===== config.mk =====
export PLATFORM = sky130hd
export DESIGN_NAME = imc_tx_scheduler_flat
export DESIGN_NICKNAME = d
export VERILOG_FILES = /design/src/rtl/imc_tx_scheduler_if.sv /design/src/rtl/imc_tx_scheduler.sv /design/src/flat_wrapper.sv
export SDC_FILE = /design/constraint.sdc
export NUM_CORES = 1
export LEC_CHECK = 0
export CAP_MARGIN = 20
export CORE_MARGIN = 1
export CORE_UTILIZATION = 25
export DETAILED_ROUTE_END_ITERATION = 10
export PLACE_DENSITY = 0.51
export SETUP_SLACK_MARGIN = 0.3
export SKIP_LAST_GASP = 1
export SYNTH_ARGS = -nofsm -noshare
export SYNTH_HDL_FRONTEND = slang
export SYNTH_SLANG_ARGS = --single-unit

===== constraint.sdc =====
create_clock -name clk_100 -period 3.45 [get_ports clk_100]
set_clock_uncertainty 0.1 [all_clocks]
set_input_delay 0.345 -clock clk_100 [delete_from_list [all_inputs] [get_ports clk_100]]
set_output_delay 0.345 -clock clk_100 [all_outputs]
set_load 0.1 [all_outputs]

===== src/rtl/imc_tx_scheduler_if.sv =====
// rtl/imc_tx_scheduler_if.sv - requester and tx_module signal bundle for the IMC transmit scheduler
interface imc_tx_scheduler_if #(
    parameter int N_REQ = 4
);
    logic [N_REQ-1:0]    req;
    logic [32*N_REQ-1:0] req_data;
    logic [N_REQ-1:0]    ack;
    logic [N_REQ-1:0]    fail;
    logic                bus_idle;
    logic                Tx_En_Sig;
    logic [31:0]         Tx_Data;
    logic                Tx_Done_Sig;
    logic                Tx_Cancel;

    modport master (
        input  req, req_data, bus_idle, Tx_Done_Sig, Tx_Cancel,
        output ack, fail, Tx_En_Sig, Tx_Data
    );

    modport slave (
        output req, req_data, bus_idle, Tx_Done_Sig, Tx_Cancel,
        input  ack, fail, Tx_En_Sig, Tx_Data
    );
endinterface


===== src/rtl/imc_tx_scheduler.sv =====
// rtl/imc_tx_scheduler.sv - round-robin sharing of the IMC transmitter with period gating and retry backoff
module imc_tx_scheduler #(
    parameter int N_REQ        = 4,
    parameter int PERIOD       = 20000,
    parameter int BACKOFF_UNIT = 100,
    parameter int MAX_RETRY    = 7,
    parameter int TIMEOUT      = 8000
) (
    input  logic                clk_100,
    input  logic                RSTn,
    input  logic                imc_enable,
    imc_tx_scheduler_if.master  bus,
    output logic                busy,
    output logic [3:0]          cur_id
);
    typedef enum logic [1:0] {IDLE, WAIT_BUS, SEND, BACKOFF} state_t;

    localparam logic [15:0] PERIOD_M1  = 16'(PERIOD - 1);
    localparam logic [15:0] TIMEOUT_M1 = 16'(TIMEOUT - 1);
    localparam logic [15:0] BO_UNIT    = 16'(BACKOFF_UNIT);
    localparam logic [3:0]  MAX_R      = 4'(MAX_RETRY);
    localparam logic [3:0]  LAST_ID    = 4'(N_REQ - 1);

    state_t      state;
    logic [3:0]  rr_ptr;
    logic [3:0]  retry;
    logic [15:0] period_cnt;
    logic [15:0] timeout_cnt;
    logic [15:0] bo_cnt;

    logic [15:0] req_pad;
    logic [3:0]  winner;
    logic [31:0] win_data;
    logic        found;
    logic [4:0]  idx;
    logic [15:0] bo_load;
    logic [3:0]  next_ptr;

    // First set request at or after rr_ptr, wrapping at N_REQ
    always_comb begin
        req_pad  = 16'(bus.req);
        winner   = rr_ptr;
        found    = 1'b0;
        idx      = 5'd0;
        win_data = 32'd0;
        for (int i = 0; i < N_REQ; i++) begin
            idx = {1'b0, rr_ptr} + 5'(i);
            if (idx >= 5'(N_REQ)) idx = idx - 5'(N_REQ);
            if (!found && req_pad[idx[3:0]]) begin
                winner = idx[3:0];
                found  = 1'b1;
            end
        end
        for (int i = 0; i < N_REQ; i++) begin
            if (winner == 4'(i)) win_data = bus.req_data[32*i +: 32];
        end
    end

    assign bo_load  = ({12'd0, retry} + 16'd1) * BO_UNIT - 16'd1;
    assign next_ptr = (cur_id == LAST_ID) ? 4'd0 : cur_id + 4'd1;
    assign busy     = (state != IDLE);

    always_ff @(posedge clk_100 or negedge RSTn) begin
        if (!RSTn) begin
            state         <= IDLE;
            rr_ptr        <= 4'd0;
            retry         <= 4'd0;
            period_cnt    <= 16'd0;
            timeout_cnt   <= 16'd0;
            bo_cnt        <= 16'd0;
            cur_id        <= 4'd0;
            bus.ack       <= '0;
            bus.fail      <= '0;
            bus.Tx_En_Sig <= 1'b0;
            bus.Tx_Data   <= 32'd0;
        end else begin
            bus.ack  <= '0;
            bus.fail <= '0;
            if (period_cnt != 16'd0) period_cnt <= period_cnt - 16'd1;
            case (state)
                // Leave IDLE one count early: the WAIT_BUS cycle consumes the last period tick
                IDLE: if (imc_enable && (|bus.req) && period_cnt <= 16'd1) begin
                    state       <= WAIT_BUS;
                    cur_id      <= winner;
                    bus.Tx_Data <= win_data;
                    retry       <= 4'd0;
                end
                WAIT_BUS: if (bus.bus_idle) begin
                    state         <= SEND;
                    bus.Tx_En_Sig <= 1'b1;
                    period_cnt    <= PERIOD_M1;
                    timeout_cnt   <= 16'd0;
                end
                SEND: begin
                    timeout_cnt <= timeout_cnt + 16'd1;
                    if (bus.Tx_Done_Sig) begin
                        bus.ack       <= N_REQ'(16'd1 << cur_id);
                        bus.Tx_En_Sig <= 1'b0;
                        rr_ptr        <= next_ptr;
                        state         <= IDLE;
                    end else if (bus.Tx_Cancel && retry < MAX_R) begin
                        bus.Tx_En_Sig <= 1'b0;
                        retry         <= retry + 4'd1;
                        bo_cnt        <= bo_load;
                        state         <= BACKOFF;
                    end else if (bus.Tx_Cancel || timeout_cnt == TIMEOUT_M1) begin
                        bus.fail      <= N_REQ'(16'd1 << cur_id);
                        bus.Tx_En_Sig <= 1'b0;
                        rr_ptr        <= next_ptr;
                        state         <= IDLE;
                    end
                end
                BACKOFF: begin
                    if (bo_cnt == 16'd0) state <= WAIT_BUS;
                    else                 bo_cnt <= bo_cnt - 16'd1;
                end
                default: state <= IDLE;
            endcase
        end
    end
endmodule


===== src/flat_wrapper.sv =====
// flat-port wrapper written by rule: the top's interface ports become plain ports
module imc_tx_scheduler_flat 
#(
    parameter int N_REQ        = 4,
    parameter int PERIOD       = 20000,
    parameter int BACKOFF_UNIT = 100,
    parameter int MAX_RETRY    = 7,
    parameter int TIMEOUT      = 8000
)
  (clk_100, RSTn, imc_enable, busy, cur_id, bus_req, bus_req_data, bus_bus_idle, bus_Tx_Done_Sig, bus_Tx_Cancel, bus_ack, bus_fail, bus_Tx_En_Sig, bus_Tx_Data);
  imc_tx_scheduler_if #(.N_REQ(N_REQ)) bus_i ();
  input  logic clk_100;
  input  logic RSTn;
  input  logic imc_enable;
  output logic busy;
  output logic [3:0] cur_id;
  input wire logic [$bits(bus_i.req)-1:0] bus_req;
  input wire logic [$bits(bus_i.req_data)-1:0] bus_req_data;
  input wire logic [$bits(bus_i.bus_idle)-1:0] bus_bus_idle;
  input wire logic [$bits(bus_i.Tx_Done_Sig)-1:0] bus_Tx_Done_Sig;
  input wire logic [$bits(bus_i.Tx_Cancel)-1:0] bus_Tx_Cancel;
  output wire logic [$bits(bus_i.ack)-1:0] bus_ack;
  output wire logic [$bits(bus_i.fail)-1:0] bus_fail;
  output wire logic [$bits(bus_i.Tx_En_Sig)-1:0] bus_Tx_En_Sig;
  output wire logic [$bits(bus_i.Tx_Data)-1:0] bus_Tx_Data;
  assign bus_i.req = bus_req;
  assign bus_i.req_data = bus_req_data;
  assign bus_i.bus_idle = bus_bus_idle;
  assign bus_i.Tx_Done_Sig = bus_Tx_Done_Sig;
  assign bus_i.Tx_Cancel = bus_Tx_Cancel;
  assign bus_ack = bus_i.ack;
  assign bus_fail = bus_i.fail;
  assign bus_Tx_En_Sig = bus_i.Tx_En_Sig;
  assign bus_Tx_Data = bus_i.Tx_Data;
  imc_tx_scheduler #(.N_REQ(N_REQ), .PERIOD(PERIOD), .BACKOFF_UNIT(BACKOFF_UNIT), .MAX_RETRY(MAX_RETRY), .TIMEOUT(TIMEOUT)) u_core (.clk_100(clk_100), .RSTn(RSTn), .imc_enable(imc_enable), .bus(bus_i), .busy(busy), .cur_id(cur_id));
endmodule

==> results by stage <==
Run status:
- The run finished with clean final reports.

Routing:
- Summed over all layers, the routed wires come to about 28000 µm.
- The number of vias per cell is 5.01.
- For this block, the initial DRC count from the detailed router was 300.
- The detail route stage leaves a number of antenna-violating nets equal to 0.
- Dividing the detail-routed wire length by the instance count gives roughly 19 µm.
- Summing over every cut layer, the via total after detailed routing is 7456.
- The first TritonRoute pass finished after 4 iterations.
- After detailed routing, the number of remaining DRC violations is 0.

CTS:
- The TritonCTS clock tree is done.
- The root buffer selected by CTS is sky130_fd_sc_hd__clkbuf_16.
- The number of clock buffers added by TritonCTS is 9.
- The longest clock path from root to sink contains 2 buffers.
- The clock slew seen by the registers of the worst setup and hold paths is around 0.09 ns.
- The number of levels the H-tree was split into is 3.
- The clock insertion delay at the later pin of the skew report is 0.35 ns.
- The clock sink count is between 100 and 150.

Critical path:
- At the worst endpoint, the arrival time is about 3.4 ns.
- The critical path goes through inv_2 > ha_4 > a21oi_4 > xnor2_2 > buf_4 > buf_6 > a32oi_4 > buf_6 > o32ai_4 > buf_6 > a21oi_4 > or2_4 > buf_4 > buf_8 > nor3_2 > o31ai_1.
- The worst register-to-register path has a depth of 16.
- On the worst path, the slowest cell contributes a delay of between 0.4 and 0.5 ns.
- Data on the critical path is required at its endpoint by ~3.6 ns.
- The endpoint identified for the worst register-to-register timing path is u_core.bus.Tx_Data[10].
- The most numerous cell type found on the critical path is sky130_fd_sc_hd__buf_6.
- The endpoint class of the critical path is a register.
- The slowest stage of the critical path belongs to the cell sky130_fd_sc_hd__dfrtp_2.
- The largest fanout on the critical path is 7.
- The startpoint of the worst-slack reg-to-reg timing path is u_core.rr_ptr[1].
- The type of the setup path with the least slack is register to register.
- The worst register-to-register path has a setup slack of 0.19 ns.
- The launching element type of the critical path is a register.

Layout:
- Cells fill 42.6% of the core in the end.
- The register area is 0.00258 mm².
- The number of antenna diodes in the final layout is 0.
- The share of final-layout standard cells stronger than drive strength 1 is 27.3%.
- After filler insertion, the fill cell instance count of the layout stands at roughly 2800.
- Leaving out fill and tap cells, the most frequent cell in the layout is sky130_fd_sc_hd__clkdlybuf4s50_1.
- Summing all multi-input logic gate instances after layout gives about 0.0056 mm².
- The net count of the finished layout is 1281.
- In the layout the commonest cells are 181 x sky130_fd_sc_hd__clkdlybuf4s50_1, 97 x sky130_fd_sc_hd__dfrtp_1, 93 x sky130_fd_sc_hd__nand2_1.
- The area growth from synthesis to layout is 67.8%.

Global routing:
- The initial antenna violation count is 0.
- The largest net degree at the start of global routing is 51.
- For this run the aggregate overflow at the end of global routing stands at 0.
- The first global-routing pass estimated between 30000 and 40000 µm of wire.
- Global routing consumed, over all layers together, ~16% of the routing resources.
- The number of global-route vias before repair is just over 7000.

Power:
- The worst-case IR drop observed on VDD is around 0.34 mV.
- The leakage dissipation is ~4.7 nW.
- The part of the power in the clock network is 13.1%.
- The internal portion of total power is ~4.3 mW.
- The share of total power consumed by net switching is a little under half.
- Combinational logic is responsible for 67.3% of the overall power.
- The switching component of the power is 3.62 mW.
- The sequential group share of total power is 19.6%.
- The total power density per cell area is around 650 mW/mm².

Timing:
- The number of slew-limit violations in the final report is 0.
- The top achievable clock speed is slightly above 300 MHz.
- Setup repair after global routing could not meet its margin everywhere.
- The setup TNS is 0 ns.
- The actual slew at the worst max-slew pin is between 1 and 1.5 ns.
- The hold violation count in the final report was 0.
- Measured against its own limit, the worst slew margin works out to 29.6%.
- Setup violations remaining at the end of the flow were counted as 0.
- After layout, the worst path uses between 90% and 100% of the clock period.
- The final period demand of the worst path is ~3.3 ns.

Floorplanning:
- The number of top-level pins is 184.
- The width of the die is roughly 170 µm.
- The area inside the core boundary is roughly 0.029 mm².
- The die is 173 µm tall.
- The area of the die is 0.0298 mm².
- The starting utilization of the core area is around a quarter.
- The total number of placement rows is 62.

Placement:
- The final estimated routing congestion in global placement is a little under 0.8.
- Once detailed placement completed, the half-perimeter wirelength came to roughly 17000 µm.
- The number of port buffers is about 180.

Synthesis:
- The number of enable-type register cells in the synthesized netlist is 0.
- The number of instances in the synthesized netlist is 856.
- The fraction of the yosys area taken by sequential cells is a little over a third.
- When the netlist entered floorplanning its net count stood at between 1000 and 1500.
- Each instance of the synthesized netlist takes up on average around 8.5 µm².
- The fraction of registers with async set/reset is 100%.
- The summed instance area of the synthesized netlist is 0.00729 mm².
- The top flip-flop cell by instance count after synthesis is sky130_fd_sc_hd__dfrtp_1.
- During synthesis, Yosys emitted a total of 0 warnings.
- Counting flops and latches in the post-synthesis netlist gives around 100.
- The count of distinct cell types in the synthesized netlist is 70.

Min path:
- The tightest min-delay check is of the primary input to async pin type.

Flow run:
- The max capacitance violation total is 0.
## how the worst max path moves through the flow
stage,startpoint,end,slack [ns],cells after the start
3_3_place_gp,u_core.retry[0],u_core.bo_cnt[11],0.14,13
6_report,u_core.rr_ptr[1],u_core.bus.Tx_Data[10],0.19,16
5_1_grt,u_core.retry[1],u_core.bo_cnt[15],0.03,15
2_1_floorplan,u_core.retry[1],u_core.bo_cnt[11],0.29,13
4_1_cts,u_core.retry[1],u_core.bo_cnt[11],0.22,13
3_5_place_dp,u_core.retry[0],u_core.bo_cnt[13],0.06,13
## flip-flops by register name (all words and copies together) (netlist names)
| signal | count |
|---|---|
| u_core.state | 2 |
| u_core.retry | 4 |
| u_core.bus.fail | 4 |
| u_core.period_cnt | 16 |
| u_core.bus.Tx_Data | 32 |
| u_core.rr_ptr | 4 |
| u_core.bus.ack | 4 |
| u_core.bo_cnt | 16 |
| u_core.cur_id | 4 |
| u_core.timeout_cnt | 16 |
| u_core.bus.Tx_En_Sig | 1 |
## what timing repair did
action | 4_1_cts | 5_1_grt
endpoints found under the setup margin | 38 | 50
cloned | 2 | 18
pin swaps | 24 | 81
endpoints found under the hold margin | 20 | 0
hold buffers | 1 | 0
setup buffers | 10 | 36
resized for setup | 43 | 177
## metrics by stage
stage	worst slack (ns)	hold slack, ns	cells	power [mW]	instance area [µm²]
finish	0.194	0.338	1489	7.91	12200
global route	0.0339	0.372	1489	8.36	12200
CTS	0.220	0.329	1435	6.16	10600
detailed placement	0.0566	0.165	1406	4.72	9940
global placement	0.139	0.169	1406	4.70	9940
floorplan	0.292	-0.0506	856	3.63	7480
## synthesized netlist by cell type, types with 2 or more instances
library cell                count  area [µm²]
sky130_fd_sc_hd__dfrtp_1      103        2580
sky130_fd_sc_hd__nand2_1       96         360
sky130_fd_sc_hd__nor3_1        75         375
sky130_fd_sc_hd__o31ai_1       66         495
sky130_fd_sc_hd__nor2_1        55         206
sky130_fd_sc_hd__a21oi_1       43         215
sky130_fd_sc_hd__ha_1          42         526
sky130_fd_sc_hd__o21ai_0       37         185
sky130_fd_sc_hd__nor3b_1       36         270
sky130_fd_sc_hd__o21a_1        34         255
sky130_fd_sc_hd__inv_1         27         101
sky130_fd_sc_hd__nand3_1       25         125
sky130_fd_sc_hd__clkbuf_1      23        86.3
sky130_fd_sc_hd__xor2_1        23         201
sky130_fd_sc_hd__buf_2         22         110
sky130_fd_sc_hd__xnor2_1       21         184
sky130_fd_sc_hd__or3_1         10        62.6
sky130_fd_sc_hd__nor4_1         9        56.3
sky130_fd_sc_hd__and3_1         7        43.8
sky130_fd_sc_hd__mux2_2         6        67.6
sky130_fd_sc_hd__o22ai_1        6        37.5
sky130_fd_sc_hd__a31oi_1        5        31.3
sky130_fd_sc_hd__buf_4          5        37.5
sky130_fd_sc_hd__mux2i_1        5        50.1
sky130_fd_sc_hd__nand2b_1       5        31.3
sky130_fd_sc_hd__nor2b_1        5        31.3
sky130_fd_sc_hd__buf_1          4        15.0
sky130_fd_sc_hd__a21o_1         3        22.5
sky130_fd_sc_hd__a31o_2         3        26.3
sky130_fd_sc_hd__nand4_1        3        18.8
sky130_fd_sc_hd__nand4b_1       3        26.3
sky130_fd_sc_hd__a2111oi_0      2        17.5
sky130_fd_sc_hd__a211oi_2       2        25.0
sky130_fd_sc_hd__a21oi_2        2        17.5
sky130_fd_sc_hd__a22oi_1        2        15.0
sky130_fd_sc_hd__and2_1         2        12.5
sky130_fd_sc_hd__inv_2          2        7.51
sky130_fd_sc_hd__nand3b_1       2        15.0
sky130_fd_sc_hd__o211ai_1       2        15.0
sky130_fd_sc_hd__o221ai_1       2        17.5
sky130_fd_sc_hd__or2_2          2        12.5
## power by group through the flow
stage | Sequential (mW) | Clock [mW] | Combinational (mW)
final | 1.55 | 1.04 | 5.32
after global routing | 1.58 | 1.13 | 5.65
after CTS | 1.54 | 1.08 | 3.53
after detailed placement | 1.55 | 0 | 3.16
after global placement | 1.55 | 0 | 3.15
after floorplan | 1.57 | 0 | 2.07
## area by class of cell
class	count	share of cell area, %
clock buffer	9	1.84
sequential	103	21.1
inverter	29	0.931
multi-input combinational	669	45.6
tap	384	3.93
timing repair buffer	288	26.1
clock inverter	7	0.501
## kinds of logic (layout without fill, tap and decap cells)
| kind of cell | count (synthesis) | in the layout | synth area share [%] |
|---|---|---|---|
| compound gates | 223 | 223 | 20.6 |
| xor+xnor | 44 | 44 | 5.29 |
| fa+ha+maj | 43 | 43 | 7.49 |
| buf+inv | 84 | 333 | 5.07 |
| flops | 103 | 103 | 35.4 |
| mux | 13 | 13 | 2.08 |
| simple gates | 346 | 346 | 24.1 |
## per-layer routing
layer	track usage [%]	routed length [µm]	share of wire, %	vias to the layer above
met3	5.43	1980	7.1	41
li1	-	-	-	3602
met2	26.9	13500	48	217
met5	0	0	0	-
met4	3.50	765	2.7	0
met1	19.9	11800	42	3596
## worst max-delay path: cells and delay by family (launching register included)
family / cells / cell delay, ns
fa+ha+maj: 1 / 0.17
simple gates: 2 / 0.35
compound gates: 5 / 1.12
flops: 1 / 0.43
buf+inv: 7 / 0.88
xor+xnor: 1 / 0.12
No activity file was read; power rests on OpenSTA's default activity.
